==> src/rtl/adc_reader.sv <==
// rtl/adc_reader.sv - SPI reader for a 10-bit two-channel successive-approximation ADC
//
// Purpose:
//   Periodically runs a 15-clock SPI mode-0 frame against the ADC. The frame
//   sends a start/single-ended/channel/MSB-first command and captures a null
//   bit plus a 10-bit result. A frame is accepted only when its null bit is 0.
//   An accepted frame updates `actual` and pulses `adcready`. A rejected frame
//   pulses `frame_err` and leaves `actual` unchanged.
//
// Parameters:
//   CLK_DIV        clk cycles per adc_sclk half-period (>= 2)
//   SAMPLE_PERIOD  clk cycles between frame starts (> 32*CLK_DIV)
//   CHANNEL        ADC channel select, 0 or 1
//
// Ports:
//   clk        in   single clock, rising edge
//   rst_n      in   synchronous active-low reset
//   enable     in   high permits new conversions
//   adc_miso   in   serial data from the ADC
//   adc_sclk   out  serial clock, idle low
//   adc_cs_n   out  chip select, active-low
//   adc_mosi   out  command data to the ADC
//   actual     out  last converted (or averaged) value
//   adcready   out  one-clk pulse: actual has just updated
//   frame_err  out  one-clk pulse: frame rejected because its null bit was 1
//
// Build option:
//   ADC_AVERAGE_EN  when defined, actual is the truncated mean of 4 accepted
//                   frames and adcready pulses once per 4 accepted frames.

module adc_reader #(
  parameter int CLK_DIV       = 8,
  parameter int SAMPLE_PERIOD = 10000,
  parameter int CHANNEL       = 0
) (
  input  logic       clk,
  input  logic       rst_n,
  input  logic       enable,
  input  logic       adc_miso,
  output logic       adc_sclk,
  output logic       adc_cs_n,
  output logic       adc_mosi,
  output logic [9:0] actual,
  output logic       adcready,
  output logic       frame_err
);

  localparam int DIV_W = $clog2(CLK_DIV);
  localparam int TMR_W = $clog2(SAMPLE_PERIOD);

  localparam logic [DIV_W-1:0] DIV_LAST = DIV_W'(CLK_DIV - 1);
  localparam logic [TMR_W-1:0] TMR_LAST = TMR_W'(SAMPLE_PERIOD - 1);

  // Command bits in transmit order, bit 0 first: start, single-ended,
  // channel select, MSB-first.
  localparam logic [3:0] CMD_WORD  = {1'b1, (CHANNEL != 0), 1'b1, 1'b1};

  // adc_sclk falls 15 times per frame; the 15th fall opens the last low phase.
  localparam logic [3:0] LAST_FALL = 4'd15;

  typedef enum logic [1:0] {
    IDLE  = 2'd0,
    SETUP = 2'd1,
    SHIFT = 2'd2,
    HOLD  = 2'd3
  } state_t;

  state_t           state;
  state_t           state_nx;

  logic [TMR_W-1:0] timer;
  logic [DIV_W-1:0] div_cnt;
  logic             phase_low;
  logic [3:0]       fall_cnt;

  // Bit 10 holds the null bit, bits 9:0 hold D9..D0 once all 15 periods
  // have been sampled; the older command-phase samples have shifted out.
  logic [10:0]      shreg;

  logic             div_tick;
  logic             sclk_rise;
  logic             sclk_fall;
  logic             frame_done;

  assign div_tick   = (div_cnt == DIV_LAST);

  // Edge that drives adc_sclk 0->1: the end of SETUP, or the end of every
  // low phase except the final one (which leads into HOLD instead).
  assign sclk_rise  = div_tick &&
                      ((state == SETUP) ||
                       ((state == SHIFT) && phase_low && (fall_cnt != LAST_FALL)));

  assign sclk_fall  = div_tick && (state == SHIFT) && !phase_low;
  assign frame_done = div_tick && (state == HOLD);

  // Sample timer: free-runs while enabled, parked at 0 otherwise, so a frame
  // starts on the first enabled edge.
  always_ff @(posedge clk) begin
    if (!rst_n) begin
      timer <= '0;
    end else if (!enable) begin
      timer <= '0;
    end else if (timer == TMR_LAST) begin
      timer <= '0;
    end else begin
      timer <= timer + 1'b1;
    end
  end

  // FSM state register.
  always_ff @(posedge clk) begin
    if (!rst_n) begin
      state <= IDLE;
    end else begin
      state <= state_nx;
    end
  end

  // FSM next-state logic. A timer tick seen outside IDLE is simply dropped.
  always_comb begin
    state_nx = state;
    case (state)
      IDLE:  if (enable && (timer == '0)) state_nx = SETUP;
      SETUP: if (div_tick) state_nx = SHIFT;
      SHIFT: if (div_tick && phase_low && (fall_cnt == LAST_FALL)) state_nx = HOLD;
      HOLD:  if (div_tick) state_nx = IDLE;
      default: state_nx = IDLE;
    endcase
  end

  // FSM outputs, decoded from registered state only.
  always_comb begin
    adc_cs_n = 1'b1;
    adc_sclk = 1'b0;
    adc_mosi = 1'b0;
    case (state)
      SETUP, SHIFT: begin
        adc_cs_n = 1'b0;
        adc_sclk = (state == SHIFT) && !phase_low;
        // fall_cnt advances on the sclk falling edge, so mosi changes there.
        if (fall_cnt < 4'd4) begin
          adc_mosi = CMD_WORD[fall_cnt[1:0]];
        end
      end
      default: begin
        adc_cs_n = 1'b1;
      end
    endcase
  end

  // Bit-timing counters.
  always_ff @(posedge clk) begin
    if (!rst_n) begin
      div_cnt   <= '0;
      phase_low <= 1'b0;
      fall_cnt  <= '0;
    end else begin
      if ((state == IDLE) || div_tick) begin
        div_cnt <= '0;
      end else begin
        div_cnt <= div_cnt + 1'b1;
      end

      if (state != SHIFT) begin
        phase_low <= 1'b0;
      end else if (div_tick) begin
        phase_low <= ~phase_low;
      end

      if (state == IDLE) begin
        fall_cnt <= '0;
      end else if (sclk_fall) begin
        fall_cnt <= fall_cnt + 1'b1;
      end
    end
  end

`ifdef ADC_AVERAGE_EN
  logic [11:0] acc;
  logic [1:0]  avg_cnt;
  logic [11:0] acc_sum;

  // Four 10-bit samples sum to at most 4092, so 12 bits never overflow.
  assign acc_sum = acc + {2'b00, shreg[9:0]};
`endif

  // Capture and result registers.
  always_ff @(posedge clk) begin
    if (!rst_n) begin
      shreg     <= '0;
      actual    <= '0;
      adcready  <= 1'b0;
      frame_err <= 1'b0;
`ifdef ADC_AVERAGE_EN
      acc       <= '0;
      avg_cnt   <= '0;
`endif
    end else begin
      adcready  <= 1'b0;
      frame_err <= 1'b0;

      if (sclk_rise) begin
        shreg <= {shreg[9:0], adc_miso};
      end

      if (frame_done) begin
        if (shreg[10]) begin
          frame_err <= 1'b1;
        end else begin
`ifdef ADC_AVERAGE_EN
          if (avg_cnt == 2'd3) begin
            actual   <= acc_sum[11:2];
            acc      <= '0;
            avg_cnt  <= '0;
            adcready <= 1'b1;
          end else begin
            acc     <= acc_sum;
            avg_cnt <= avg_cnt + 1'b1;
          end
`else
          actual   <= shreg[9:0];
          adcready <= 1'b1;
`endif
        end
      end
    end
  end

endmodule

==> config.mk <==
export PLATFORM = sky130hd
export DESIGN_NAME = adc_reader
export DESIGN_NICKNAME = d
export VERILOG_FILES = /design/src/rtl/adc_reader.sv
export SDC_FILE = /design/constraint.sdc
export NUM_CORES = 1
export LEC_CHECK = 0
export CAP_MARGIN = 20
export CORE_MARGIN = 2
export CORE_UTILIZATION = 55
export DETAILED_ROUTE_END_ITERATION = 6
export PLACE_DENSITY = 0.88
export SYNTH_ARGS = -nofsm -noshare
export SYNTH_HDL_FRONTEND = slang
export SYNTH_SLANG_ARGS = --single-unit
==> constraint.sdc <==
create_clock -name clk -period 2.5 [get_ports clk]
set_input_delay 0.375 -clock clk [delete_from_list [all_inputs] [get_ports clk]]
set_output_delay 0.375 -clock clk [all_outputs]
set_load 0.005 [all_outputs]
==> results of run 1 <==
## flip-flops by register name, indices dropped and copies added (netlist names)
| name | count |
|---|---|
| timer | 14 |
| fall_cnt | 4 |
| div_cnt | 3 |
| shreg | 11 |
| phase_low | 1 |
| adcready | 1 |
| state | 2 |
| frame_err | 1 |
| actual | 10 |
## worst max-delay path, stage by stage, from the launching register on
cell and delay (ns):
dfxtp_1 0.41, inv_1 0.10, ha_1 0.30, inv_1 0.07, nor4_2 0.24, clkdlybuf4s50_1 0.56
## cell families (layout without fill, tap and decap cells)
group                      after synthesis  in the layout  synth area share (%)
and+or+nand+nor                         96             96                  23.0
AOI/OAI and AO/OA                       17             17                  5.70
DFF                                     47             47                  47.7
adders and majority gates               11             11                  6.97
muxes                                   12             12                  6.08
buffers and inverters                   18             38                  3.49
xor gates and xnor gates                16             16                  7.10
## layer usage
layer	GRT usage (%)	wire length (um)	up-vias
met5	0	0	-
met4	8.15	59	0
met3	5.11	139	7
met2	28.6	1610	31
met1	22.4	1590	667
li1	-	-	758
## synthesized netlist by cell type, drive strengths merged
cell and instances:
nor3b 2, a31oi 1, mux2i 12, nand4 5
o2bb2ai 1, and3 2, xnor2 9, clkbuf 6
and4 1, and3b 1, or4 2, xor2 7
nand2 39, inv 10, or4bb 1, buf 2
nor4 3, ha 11, o41a 1, o31a 1
nand2b 1, nor2b 2, a211oi 2, dfxtp 47
nor2 23, nand3 5, nor3 7, a21oi 10
a21o 1, or2 2
## per-stage QoR
stage | instance area [um2] | std cells | utilization [%]
after floorplan | 1970 | 217 | -
after global placement | 2200 | 275 | 64.8
after detailed placement | 2200 | 275 | 64.8
after CTS | 2260 | 283 | 66.8
after global routing | 2270 | 283 | 67.0
final | 2270 | 283 | 67.0
## final cells by class
type / count / area (um2) / share of cell area [%]
Clock buffer: 6 / 51.3 / 2.26
Clock inverter: 2 / 16.3 / 0.717
Inverter: 10 / 37.5 / 1.65
Multi-Input combinational cell: 152 / 971 / 42.8
Sequential cell: 47 / 941 / 41.5
Tap cell: 46 / 57.6 / 2.54
Timing Repair Buffer: 20 / 195 / 8.60
## power groups by stage
stage / clock network (W) / registers (W) / logic, W
after floorplan: 0 / 0.000804 / 0.000215
after global placement: 0 / 0.000808 / 0.000317
after detailed placement: 0 / 0.000810 / 0.000326
after CTS: 0.000394 / 0.000794 / 0.000329
after global routing: 0.000418 / 0.000798 / 0.000367
final: 0.000385 / 0.000794 / 0.000339
## worst min path at each step
stage	endpoint	slack, ns	depth (start not counted)
after CTS	actual[6]	0.47	2
after global placement	div_cnt[0]	0.42	1
after global routing	div_cnt[0]	0.48	1
after detailed placement	actual[8]	0.45	2
after floorplan	div_cnt[0]	0.40	1
final	actual[6]	0.47	2
## what timing repair did
item | 4_1_cts | 5_1_grt
setup endpoints to repair | 0 | 1
gates resized for setup | 0 | 1
buffers inserted | 0 | 0
==> results.md, run 1 <==
- Outcome: finished clean
- Rows: 21
- Cell Pwr Density: 669 nW/um2
- Total CTS buffers: 5
- Vias in the first global route: 1332
- Sw Share: 28.8%
- Fin. Hold Viols: 0
- Vias per cell: 5.17
- Drt initial violations: 75
- Area leader, netlist: dfxtp_1
- Ports: 19
- Post-Syn Area: 1970 um2
- Max-cap check violation count: 0
- Worst Path Arrival: 2.04 ns
- P_leak: 0.807 nW
- Clk Latency, worst-skew pair: 0.37 ns
- WS Path Type: register to primary output
- Setup Total Neg Slack: 0 ns
- Hold buffer count at cts: 0
- Register-to-Register Setup Slack: 0.59 ns
- First-pass GRT wire length: 5.78 mm
- Final worst-path cycle share: 96.7%
- Clk pin slew, worst setup/hold paths: 0.15 ns
- Crit start category: register
- Starting Density: 58.3%
- R2r startpoint: div_cnt[0]
- Slew @ Worst Pin: 0.671 ns
- Worst hold start: actual[6]
- Average size of a mapped cell: 9.10 um2
- Antenna cells: 0
- Syn-to-layout area delta: 15.0%
- TritonCTS Sinks: 47
- Hold Slack: 0.466 ns
- Gr ovfl total: 0
- Worst slack, placed: 0.212 ns
- Worst clock skew: 0.0193 ns
- Yosys reg bits: 47
- CP Max Fanout: 4
- R2R depth: 6
- Syn Nets: 232
- Most common cell after layout, fill and taps aside: dfxtp_1
- Synth warn: 0
- WL final: 3.40 mm
- Post-route ant nets: 0
- Register share of total power: 52.3%
- Detail Placement HPWL: 2.39 mm
- Filler instances: 275
- Psw: 0.000437 W
- Largest cells by area after synthesis: dfxtp_1 (48%), nand2_1 (7.4%), ha_1 (7.0%)
- Max Root-Sink Buffers: 2
- Cell variety after synth: 34
- Fmax: 414 MHz
- Seq/Total Area, Yosys: 47.7%
- Peak supply drop: 0.000509 V
- Remaining DRCs: 0
- Setup violators final: 0
- Largest net degree at the start of global routing: 16
- Share of layout cells above drive strength 1: 6.75%
- Synth Instances: 217
- Die Footprint: 4090 um2
- Clock power share: 25.4%
- P_int: 0.00108 W
- Max-slew violations: 0
- Most frequent cells in the layout: dfxtp_1 (47), nand2_1 (39), nor2_1 (23)
- Req. time, crit path: 2.12 ns
- DRT Pass-1 Iters: 4
- Worst hold path type: register to register
- Clock root cell: clkbuf_4
- Reg2Reg Capture Point: actual[0]
- Final net count: 251
- Setup ws final: 0.0818 ns
- RSZ-0062 raised after global routing: no
- GRT Total Usage: 18.0%
- Chip Height: 63.9 um
- Crit. Startpoint: state[1]
- CP Capture Type: primary output
- CTS tree: built
- Core area: 3390 um2
- Rel. slew slack: 55.1%
- DIE WIDTH: 63.9 um
- Combinational power share: 22.3%
- H-Tree Depth: 2
- Total power: 0.00152 W
- PortBufs: 18
- GPL Wtd Cong: 0.769
- Yosys top cell area share: 47.7%
- Vias: 1463
- Final min period: 2.42 ns
- Initial antenna violation count: 0
- CP Capture Point: adc_mosi
- Avg WL per Cell: 12.0 um
No activity file was read; power rests on OpenSTA's default activity.
==> inputs of run 2 (changes only) <==
--- a/config.mk
+++ b/config.mk
@@ -10,6 +10,7 @@
 export CORE_UTILIZATION = 55
 export DETAILED_ROUTE_END_ITERATION = 6
 export PLACE_DENSITY = 0.88
+export SLEW_MARGIN = 30
 export SYNTH_ARGS = -nofsm -noshare
 export SYNTH_HDL_FRONTEND = slang
 export SYNTH_SLANG_ARGS = --single-unit
==> results of run 2 <==
Final layout, timing and power as in run 1 (identical DEF).
==> inputs of run 3 (changes only) <==
--- a/config.mk
+++ b/config.mk
@@ -9,6 +9,7 @@
 export CORE_MARGIN = 2
 export CORE_UTILIZATION = 55
 export DETAILED_ROUTE_END_ITERATION = 6
+export GPL_TIMING_DRIVEN = 0
 export PLACE_DENSITY = 0.88
 export SLEW_MARGIN = 30
 export SYNTH_ARGS = -nofsm -noshare
==> results.md, run 3 (synthesized netlist as in run 1, its figures left out) <==
- Post-Place Cells: 280 (was 275)
- Final worst-path cycle share: 93.5% (was 96.7%)
- Req. time, crit path: 2.12 ns (about the same)
- R2R depth: 6 (unchanged)
- Register-to-Register Setup Slack: 0.44 ns (was 0.59 ns)
- Peak supply drop: 0.000559 V (was 0.000509 V)
- Final min period: 2.34 ns (was 2.42 ns)
- Crit start category: register (unchanged)
- Detail Placement HPWL: 2.40 mm (was 2.39 mm)
- WS Path Type: register to primary output (unchanged)
- Rel. slew slack: 53.5% (was 55.1%)
- Gr ovfl total: 0 (unchanged)
- Setup Total Neg Slack: 0 ns (unchanged)
- Post-Route Utilization: 67.7% (was 67.0%)
- H-Tree Depth: 2 (unchanged)
- TritonCTS Sinks: 47 (unchanged)
- Worst hold path type: primary input to register (was register to register)
- Chip Height: 63.9 um (unchanged)
- Antenna cells: 0 (unchanged)
- Worst clock skew: 0.00874 ns (was 0.0193 ns)
- GRT Total Usage: 18.8% (was 18.0%)
- Max-slew violations: 0 (unchanged)
- Syn-to-layout area delta: 16.2% (was 15.0%)
- Cell Pwr Density: 694 nW/um2 (was 669 nW/um2)
- Final net count: 256 (was 251)
- Avg WL per Cell: 11.6 um (was 12.0 um)
- Setup violators final: 0 (unchanged)
- First-pass GRT wire length: 6.00 mm (was 5.78 mm)
- Setup ws final: 0.162 ns (was 0.0818 ns)
- Clock root cell: clkbuf_4 (unchanged)
- Most common cell after layout, fill and taps aside: dfxtp_1 (unchanged)
- CTS tree: built (unchanged)
- Max Root-Sink Buffers: 2 (unchanged)
- Final Non-Filler Cells: 288 (was 283)
- Fin. Hold Viols: 0 (unchanged)
- DIE WIDTH: 63.9 um (unchanged)
- Worst hold start: rst_n (was actual[6])
- Vias: 1483 (was 1463)
- GPL Wtd Cong: 0.770 (was 0.769)
- Die Footprint: 4090 um2 (unchanged)
- Slew @ Worst Pin: 0.698 ns (was 0.671 ns)
- Ports: 19 (unchanged)
- Clk Latency, worst-skew pair: 0.36 ns (was 0.37 ns)
- Hold buffer count at cts: 0 (unchanged)
- Clk pin slew, worst setup/hold paths: 0.13 ns (was 0.15 ns)
- Drt initial violations: 79 (was 75)
- WL final: 3.35 mm (was 3.40 mm)
- Largest register FFs: 14 (unchanged)
- DRT Pass-1 Iters: 4 (unchanged)
- CP Max Fanout: 4 (unchanged)
- Post-route ant nets: 0 (unchanged)
- Post-cts sizing count: 0 (unchanged)
- Remaining DRCs: 0 (unchanged)
- Reg2Reg Capture Point: shreg[9] (was actual[0])
- Worst Path Arrival: 1.96 ns (was 2.04 ns)
- Hold Path Stages: 3 (was 2)
- Top Registers: timer (14), shreg (11), actual (10) (unchanged)
- RSZ-0062 raised after global routing: no (unchanged)
- CP Capture Type: primary output (unchanged)
- Number of setup buffers added after CTS: 0 (unchanged)
- Share of layout cells above drive strength 1: 6.20% (was 6.75%)
- Fmax: 428 MHz (was 414 MHz)
- Largest net degree at the start of global routing: 15 (was 16)
- Filler instances: 260 (was 275)
- Sink of the worst hold path: timer[2] (was actual[6])
- PortBufs: 17 (was 18)
- Initial antenna violation count: 0 (unchanged)
- R2r startpoint: div_cnt[0] (unchanged)
- Max-cap check violation count: 0 (unchanged)
- Worst slack, placed: 0.224 ns (was 0.212 ns)
- Outcome: finished clean (unchanged)
- Biggest register: timer (unchanged)
- Rows: 21 (unchanged)
- Starting Density: 58.3% (unchanged)
- Total CTS buffers: 5 (unchanged)
- P_leak: 0.818 nW (was 0.807 nW)
- Most frequent cells in the layout: dfxtp_1 (47), nand2_1 (39), nor2_1 (23) (unchanged)
- Vias per cell: 5.15 (was 5.17)
- Core area: 3390 um2 (unchanged)
- Vias in the first global route: 1423 (was 1332)
run 3: layout make-up:
type | instances | area (um2) | area share (%)
multi-input combinational | 152 | 971 | 42.3
sequential | 47 | 941 | 41.0
timing repair buffer | 17 | 170 | 7.42
tap | 46 | 57.6 | 2.51
clock buffer | 6 | 51.3 | 2.24
inverter | 10 | 37.5 | 1.64
clock inverter | 2 | 35.0 | 1.53
buffer | 8 | 31.3 | 1.36
run 3: worst max path at each step:
stage	startpoint	end	slack [ns]	depth (start not counted)
2_1_floorplan	timer[4]	state[0]	0.71	4
3_3_place_gp	enable	state[0]	0.22	5
3_5_place_dp	enable	state[0]	0.22	5
5_1_grt	state[0]	adc_mosi	0.02	5
6_report	state[0]	adc_mosi	0.16	5
4_1_cts	state[0]	adc_mosi	0.13	5
run 3: power by group:
group,internal (W),total [W],switching (W),leakage (nW)
registers,0.000773,0.000791,0.0000182,0.379
logic,0.000168,0.000328,0.000160,0.391
clock network,0.000237,0.000474,0.000238,0.0482
run 3: worst max-delay path, stage by stage, from the launching register on:
cell	delay, ns
dfxtp_1	0.39
inv_1	0.10
ha_1	0.31
inv_1	0.06
nor4_2	0.21
clkdlybuf4s50_1	0.54
run 3: per-layer routing:
metal  wire (um)  track usage [%]
met4          51             7.61
met5           0                0
met1        1620             23.0
met2        1540             30.3
met3         144             6.16
run 3: stage by stage:
step                cell area (um2)  power [W]  hold WS [ns]
floorplan                      1970    0.00102         0.404
global placement               2200    0.00113         0.415
detailed placement             2200    0.00113         0.421
CTS                            2290    0.00160         0.416
global route                   2290    0.00168         0.447
finish                         2290    0.00159         0.428
